===== src/rtl/pwm_prescaler_mc.sv =====
// pwm_prescaler_mc
//
// Multi-channel PWM prescaler. Each channel divides clk_psc_i by (shadow + 1).
// It emits a one-cycle ck_cnt_o enable per period, which paces a downstream
// PWM counter. The channels share no state.
//
// The preload is shadowed. A new psc_preload_i value takes effect only:
//   - at a wrap,
//   - on an update-generate pulse (ug_i), or
//   - while the channel is disabled (the shadow tracks the preload then).
// So a period that is already in progress always completes with its old
// ratio.
//
// Ports (channel c occupies bits [c*PSC_WIDTH +: PSC_WIDTH] of packed buses):
//   clk_psc_i      prescaler clock, rising edge
//   rst_i          synchronous active-high reset
//   cen_i          per-channel counter enable (level)
//   opm_i          per-channel one-pulse mode, sampled at the wrap edge
//   ug_i           per-channel update-generate pulse
//   psc_preload_i  per-channel preload values
//   ck_cnt_o       per-channel clock-enable pulse, one per division period
//   uev_o          per-channel update event (shadow reloaded)
//   psc_cnt_o      per-channel counter readback
//   done_o         per-channel one-pulse completion flag
module pwm_prescaler_mc #(
    parameter int unsigned NUM_CH    = 4,
    parameter int unsigned PSC_WIDTH = 16
) (
    input  logic                        clk_psc_i,
    input  logic                        rst_i,
    input  logic [NUM_CH-1:0]           cen_i,
    input  logic [NUM_CH-1:0]           opm_i,
    input  logic [NUM_CH-1:0]           ug_i,
    input  logic [NUM_CH*PSC_WIDTH-1:0] psc_preload_i,
    output logic [NUM_CH-1:0]           ck_cnt_o,
    output logic [NUM_CH-1:0]           uev_o,
    output logic [NUM_CH*PSC_WIDTH-1:0] psc_cnt_o,
    output logic [NUM_CH-1:0]           done_o
);

    for (genvar c = 0; c < NUM_CH; c++) begin : g_ch
        logic [PSC_WIDTH-1:0] preload;
        logic [PSC_WIDTH-1:0] cnt_q, cnt_d;
        logic [PSC_WIDTH-1:0] shadow_q, shadow_d;
        logic                 done_q, done_d;
        logic                 ck_q, ck_d;
        logic                 uev_q, uev_d;

        assign preload = psc_preload_i[c*PSC_WIDTH +: PSC_WIDTH];

        always_comb begin
            cnt_d    = cnt_q;
            shadow_d = shadow_q;
            done_d   = done_q;
            ck_d     = 1'b0;
            uev_d    = 1'b0;
            if (ug_i[c]) begin
                // Software update wins over everything, including a wrap on
                // this same edge.
                cnt_d    = '0;
                shadow_d = preload;
                done_d   = 1'b0;
                uev_d    = 1'b1;
            end else if (!cen_i[c]) begin
                // The shadow follows the preload while the channel is
                // disabled, so the first period after enable already uses it.
                cnt_d    = '0;
                shadow_d = preload;
                done_d   = 1'b0;
            end else if (done_q) begin
                // One-pulse mode finished: the channel holds its state until
                // cen_i drops or ug_i is pulsed.
            end else if (cnt_q == shadow_q) begin
                cnt_d    = '0;
                shadow_d = preload;
                ck_d     = 1'b1;
                uev_d    = 1'b1;
                done_d   = opm_i[c];
            end else begin
                // cnt_q < shadow_q here, so the increment cannot overflow.
                cnt_d = cnt_q + 1'b1;
            end
        end

        always_ff @(posedge clk_psc_i) begin
            if (rst_i) begin
                cnt_q    <= '0;
                shadow_q <= '0;
                done_q   <= 1'b0;
                ck_q     <= 1'b0;
                uev_q    <= 1'b0;
            end else begin
                cnt_q    <= cnt_d;
                shadow_q <= shadow_d;
                done_q   <= done_d;
                ck_q     <= ck_d;
                uev_q    <= uev_d;
            end
        end

        assign ck_cnt_o[c]                           = ck_q;
        assign uev_o[c]                              = uev_q;
        assign done_o[c]                             = done_q;
        assign psc_cnt_o[c*PSC_WIDTH +: PSC_WIDTH]   = cnt_q;
    end

endmodule


===== config.mk =====
export PLATFORM = sky130hd
export DESIGN_NAME = pwm_prescaler_mc
export DESIGN_NICKNAME = d
export VERILOG_FILES = /design/src/rtl/pwm_prescaler_mc.sv
export SDC_FILE = /design/constraint.sdc
export NUM_CORES = 1
export LEC_CHECK = 0
export BUFFER_PORTS_ARGS = -buffer_cell sky130_fd_sc_hd__buf_2
export CORE_UTILIZATION = 53
export DETAILED_ROUTE_END_ITERATION = 8
export GPL_ROUTABILITY_DRIVEN = 0
export MAX_ROUTING_LAYER = met4
export PLACE_DENSITY = 0.83
export SLEW_MARGIN = 30
export SYNTH_ARGS = -nofsm -noshare
export SYNTH_HDL_FRONTEND = slang
export SYNTH_SLANG_ARGS = --single-unit

===== constraint.sdc =====
create_clock -name clk_psc_i -period 2.3 [get_ports clk_psc_i]
set_input_delay 0.23 -clock clk_psc_i [delete_from_list [all_inputs] [get_ports clk_psc_i]]
set_output_delay 0.23 -clock clk_psc_i [all_outputs]
set_load 0.02 [all_outputs]

==> impl_metrics.ini, run 1 <==
[clocking]
cts_inserted_buffers = 17
cts_root_buf = clkbuf_16
clock_path_buffers = 2
cts.sinks = 140
clock_latency_ps = 420
cts_tree = yes
cts.clk_slew.worst_paths_ps = 60
cts_resized = 0
htreeDepth = 4

[timing]
tightestPinTransition_ps = 717.5
hold_viol = 0
clock_skew_ps = 5.926
hold_ws_ps = 13.93
setup_ws_ps = 193.0
min_period_ps = 2107
max_freq_mhz = 474.6
setup_viol = 0
final.setup.tns_ps = 0
fin_crit_sh = 0.9161
slew_viol_final = 0
slew_headroom = 0.5217
grt_setup_unrepaired = false

[worst_setup_path]
cp-end-kind = register
cp.buffers_inverters = 0
start_kind = register
criticalPathCategory = register to register
slowest_stage = nor4_1
cp_cell_sequence = xor2_1 > nor4_1 > and4_2 > a21oi_2 > a22o_2
cp_max_fo = 16
critPathTopFamily = simple AND/OR/NAND/NOR gates
worstPathRequired_ps = 2620
cpPeakStageDelay_ps = 490
r2r_slack_ps = 190
cp.arrival_ps = 2420

[placed_design]
place_area_um2 = 6960
placedCellCount = 898
dp_hpwl_mm = 10.50
numPortBuffers = 153
pre_cts_ws_ps = 271.9

[power]
power.density_nw_per_um2 = 768.8
power_mw = 5.841
p_leak_nw = 3.487
peakVddDrop_mv = 0.8493

[final_layout]
drive_gt1_frac = 0.3118
synthToLayoutAreaGrowth_pct = 22.79
final_common_cell = buf_2
nets = 858
fin_util = 0.6654
diodes = 0
final_cell_mix = buf_2 (153), dfxtp_1 (140), xor2_1 (89), nor2_1 (85), a22o_1 (44)
finish.instance_area_um2 = 7597
fin_cells = 932

[drt]
vias_per_cell = 5.450
vias = 5079
drt-wirelength-per-cell_um = 15.33
drt-initial-drc-count = 351
routed.top_layer = met4
wl_met3_um = 779
wl_met1_mm = 6.301
ant_nets = 0
dr_wl_met2_mm = 6.904
drtPass1Iterations = 7
routed_wl_mm = 14.29
drc = 0

[logic_synthesis]
synth_top_family_by_area = simple AND/OR/NAND/NOR gates
ys_types = 35
ys_seq_area_frac = 0.4530
synth_area_leaders = dfxtp_1 (45%), xor2_1 (13%), a22o_1 (6.2%), nor2_1 (5.2%), xnor2_1 (3.8%)
synth_xor_area_frac = 0.1642
muxShareOfSynthArea = 0
syn_inst = 629
yosys.area_share.simple = 0.1873
synth_compound_area_frac = 0.1367
syn_avg_cell_area_um2 = 9.837
ys.warnings.count = 0
synth_top_cell_by_area = dfxtp_1
syn_area_um2 = 6187
synthAdderAreaFrac = 0.008089
synth_nets = 711
ys_ff_latch = 140
yosys.area.top_type_share = 0.4530

[global_route]
grt_use_total = 0.2491
grt-ovfl-total = 0
antenna_found_initial = 0
grt_pass1_wl_mm = 22.23
grt_pass1_vias = 4683
grt_max_degree = 17

[floorplanning]
row_count = 39
io_pins = 154
start_util = 0.5419
chipHeight_um = 110.0
core_area_um2 = 11420
fp.dieW_um = 110.0
die_area_um2 = 12110

[outcome]
status = finished, final reports clean

[min_path]
holdCritPathClass = primary input to register

[run]
cap_violations = 0
==> kinds of logic after synthesis <==
logic type	after synthesis
flip-flops	140
buffers and inverters	50
XOR/XNOR	116
adder cells (fa/ha/maj)	4
AND/OR/NAND/NOR	223
AO/OA/AOI/OAI	96
==> per-layer routing <==
metal,global-route usage,up-vias
li1,-,2472
met1,0.2980,2402
met2,0.3902,171
met3,0.07466,34
met4,0.1038,0
met5,-,-
==> synthesized netlist by cell type, drive strengths merged <==
master	count
dfxtp	140
xor2	89
nor2	85
a22o	64
nand2	35
buf	31
xnor2	27
nand4	17
a21oi	16
nor4	16
nand3	15
clkbuf	11
nor3	10
a31oi	8
and3	8
inv	8
nand2b	8
nand3b	7
or2	7
and4	5
or3	5
a21o	4
ha	4
nand4b	4
o31ai	4
and3b	1
==> path summary, 6_finish.rpt <==
| check | start | end | cells past startpoint |
|---|---|---|---|
| worst max-delay path | g_ch[3].cnt_q[7]$_SDFFE_PP0N_ | g_ch[3].shadow_q[14]$_SDFFE_PP0P_ | 5 |
| worst min-delay path | psc_preload_i[39] | g_ch[2].shadow_q[7]$_SDFFE_PP0P_ | 2 |
| worst max register to register | g_ch[3].cnt_q[7]$_SDFFE_PP0N_ | g_ch[3].shadow_q[14]$_SDFFE_PP0P_ | 5 |
| worst min register to register | g_ch[0].shadow_q[5]$_SDFFE_PP0P_ | g_ch[0].shadow_q[5]$_SDFFE_PP0P_ | 1 |
==> final cells by class <==
cell class,instances,area [um2]
sequential,140,2803
inverter,8,30.03
clock inverter,12,170.2
multi-input combinational,439,3070
clock buffer,20,446.7
tap,143,178.9
timing repair buffer,170,898.4
fill,890,3821
==> state kept, by name (all words and copies together) (netlist names) <==
| register | cells |
|---|---|
| g_ch.ck_q | 4 |
| g_ch.cnt_q | 64 |
| g_ch.done_q | 4 |
| g_ch.shadow_q | 64 |
| g_ch.uev_q | 4 |
==> report_power, final <==
group	internal [mW]	total, mW	leakage [nW]	switching [mW]
sequential	2.52	2.59	1.15	0.0702
clock	1.83	2.86	0.304	1.03
combinational	0.201	0.393	2.04	0.192
total	4.55	5.84	3.49	1.29
==> repair_timing <==
action	4_1_cts	5_1_grt
hold buffers	1	1
endpoints found under the setup margin	0	0
hold endpoints to repair	1	1
setup buffers	0	0
Note: power is estimated with default switching activity, not from simulation.
==> run 2: changes to the inputs <==
==> constraint.sdc (replaced) <==
create_clock -name clk_psc_i -period 2.3 [get_ports clk_psc_i]
set_input_delay 0.345 -clock clk_psc_i [delete_from_list [all_inputs] [get_ports clk_psc_i]]
set_output_delay 0.345 -clock clk_psc_i [all_outputs]
set_load 0.02 [all_outputs]
==> impl_metrics.ini, run 2 (synthesis results as in run 1) <==
[outcome]
status = finished, final reports clean

[timing]
setup_viol = 0
clock_skew_ps = 7.690
hold_viol = 0
slew_headroom = 0.5276
setup_ws_ps = 219.5
hold_ws_ps = 124.3
final.setup.tns_ps = 0
fin_crit_sh = 0.9046
min_period_ps = 2081
slew_viol_final = 0
max_freq_mhz = 480.7
tightestPinTransition_ps = 708.6
grt_setup_unrepaired = false

[power]
peakVddDrop_mv = 0.8492
p_leak_nw = 3.479
power.density_nw_per_um2 = 770.7

[floorplanning]
die_area_um2 = 12110
fp.dieW_um = 110.0
start_util = 0.5419
core_area_um2 = 11420
chipHeight_um = 110.0
io_pins = 154
row_count = 39

[final_layout]
synthToLayoutAreaGrowth_pct = 22.47
diodes = 0
final_common_cell = buf_2
top_regs = g_ch.cnt_q x64, g_ch.shadow_q x64
final_cell_mix = buf_2 (153), dfxtp_1 (140), xor2_1 (89), nor2_1 (85), a22o_1 (44)
nets = 856
drive_gt1_frac = 0.3126
fin_util = 0.6636
fin_cells = 930

[global_route]
grt_pass1_vias = 4699
grt_max_degree = 17
antenna_found_initial = 0
grt-ovfl-total = 0
grt_use_total = 0.2494
grt_pass1_wl_mm = 22.27

[drt]
vias_per_cell = 5.439
drc = 0
ant_nets = 0
drt-wirelength-per-cell_um = 15.36
vias = 5058
drtPass1Iterations = 5
drt-initial-drc-count = 340
routed_wl_mm = 14.29

[clocking]
ctsHoldBuffers = 0
cts_root_buf = clkbuf_16
clock_latency_ps = 430
cts.sinks = 140
htreeDepth = 4
cts_inserted_buffers = 17
clock_path_buffers = 2
cts_resized = 0
postCtsSetupBuffers = 0
cts.clk_slew.worst_paths_ps = 60
cts_tree = yes

[worst_setup_path]
criticalPathCategory = register to register
cp_max_fo = 13
cp.arrival_ps = 2380
worstPathRequired_ps = 2600
cp-end-kind = register
r2r_slack_ps = 220
r2r_cells = 5
start_kind = register

[placed_design]
placedCellCount = 898
numPortBuffers = 153
dp_hpwl_mm = 10.50
pre_cts_ws_ps = 271.9

[min_path]
holdPathStages = 2
holdCritPathClass = primary input to register

[run]
cap_violations = 0
[run 2: changes by cell type in the layout (fill, tap and decap cells not counted)]
cell	delta
dlygate4sd3_1	-2
[run 2: final cells by class]
| cell class | instances | area (um2) |
|---|---|---|
| Fill cell | 891 | 3841 |
| Multi-Input combinational cell | 439 | 3070 |
| Sequential cell | 140 | 2803 |
| Timing Repair Buffer | 168 | 878.3 |
| Clock buffer | 20 | 446.7 |
| Tap cell | 143 | 178.9 |
| Clock inverter | 12 | 170.2 |
| Inverter | 8 | 30.03 |
[run 2: metrics by stage]
stage | instance area, um2 | total power, mW
final | 7577 | 5.840
after global routing | 7577 | 6.026
after CTS | 7577 | 5.866
after detailed placement | 6960 | 3.028
after global placement | 6960 | 3.012
after floorplan | 6187 | 2.897
[run 2: final timing paths]
| kind | startpoint | endpoint |
|---|---|---|
| worst max-delay path | g_ch[3].cnt_q[7]$_SDFFE_PP0N_ | g_ch[3].cnt_q[10]$_SDFFE_PP0N_ |
| worst min-delay path | psc_preload_i[63] | g_ch[3].shadow_q[15]$_SDFFE_PP0P_ |
| worst max register to register | g_ch[3].cnt_q[7]$_SDFFE_PP0N_ | g_ch[3].cnt_q[10]$_SDFFE_PP0N_ |
| worst min register to register | g_ch[0].shadow_q[5]$_SDFFE_PP0P_ | g_ch[0].shadow_q[5]$_SDFFE_PP0P_ |
[run 2: report_power, final]
group	switching, mW	total [mW]	internal [mW]
clock network	1.03	2.86	1.83
registers	0.0701	2.59	2.52
logic	0.192	0.390	0.198
[run 2: critical path, stage by stage, from the launching register on]
cell and delay (ps):
dfxtp_1 450, xor2_1 120, nor4_1 470, and4_2 400, a21o_1 390, nor2_1 110
[run 2: metal layers]
layer	wire length (um)	vias to the layer above	GRT usage
li1	-	2466	-
met1	6301	2393	0.2984
met2	6924	165	0.3911
met3	758	34	0.07466
met4	304	0	0.1038
met5	0	-	-
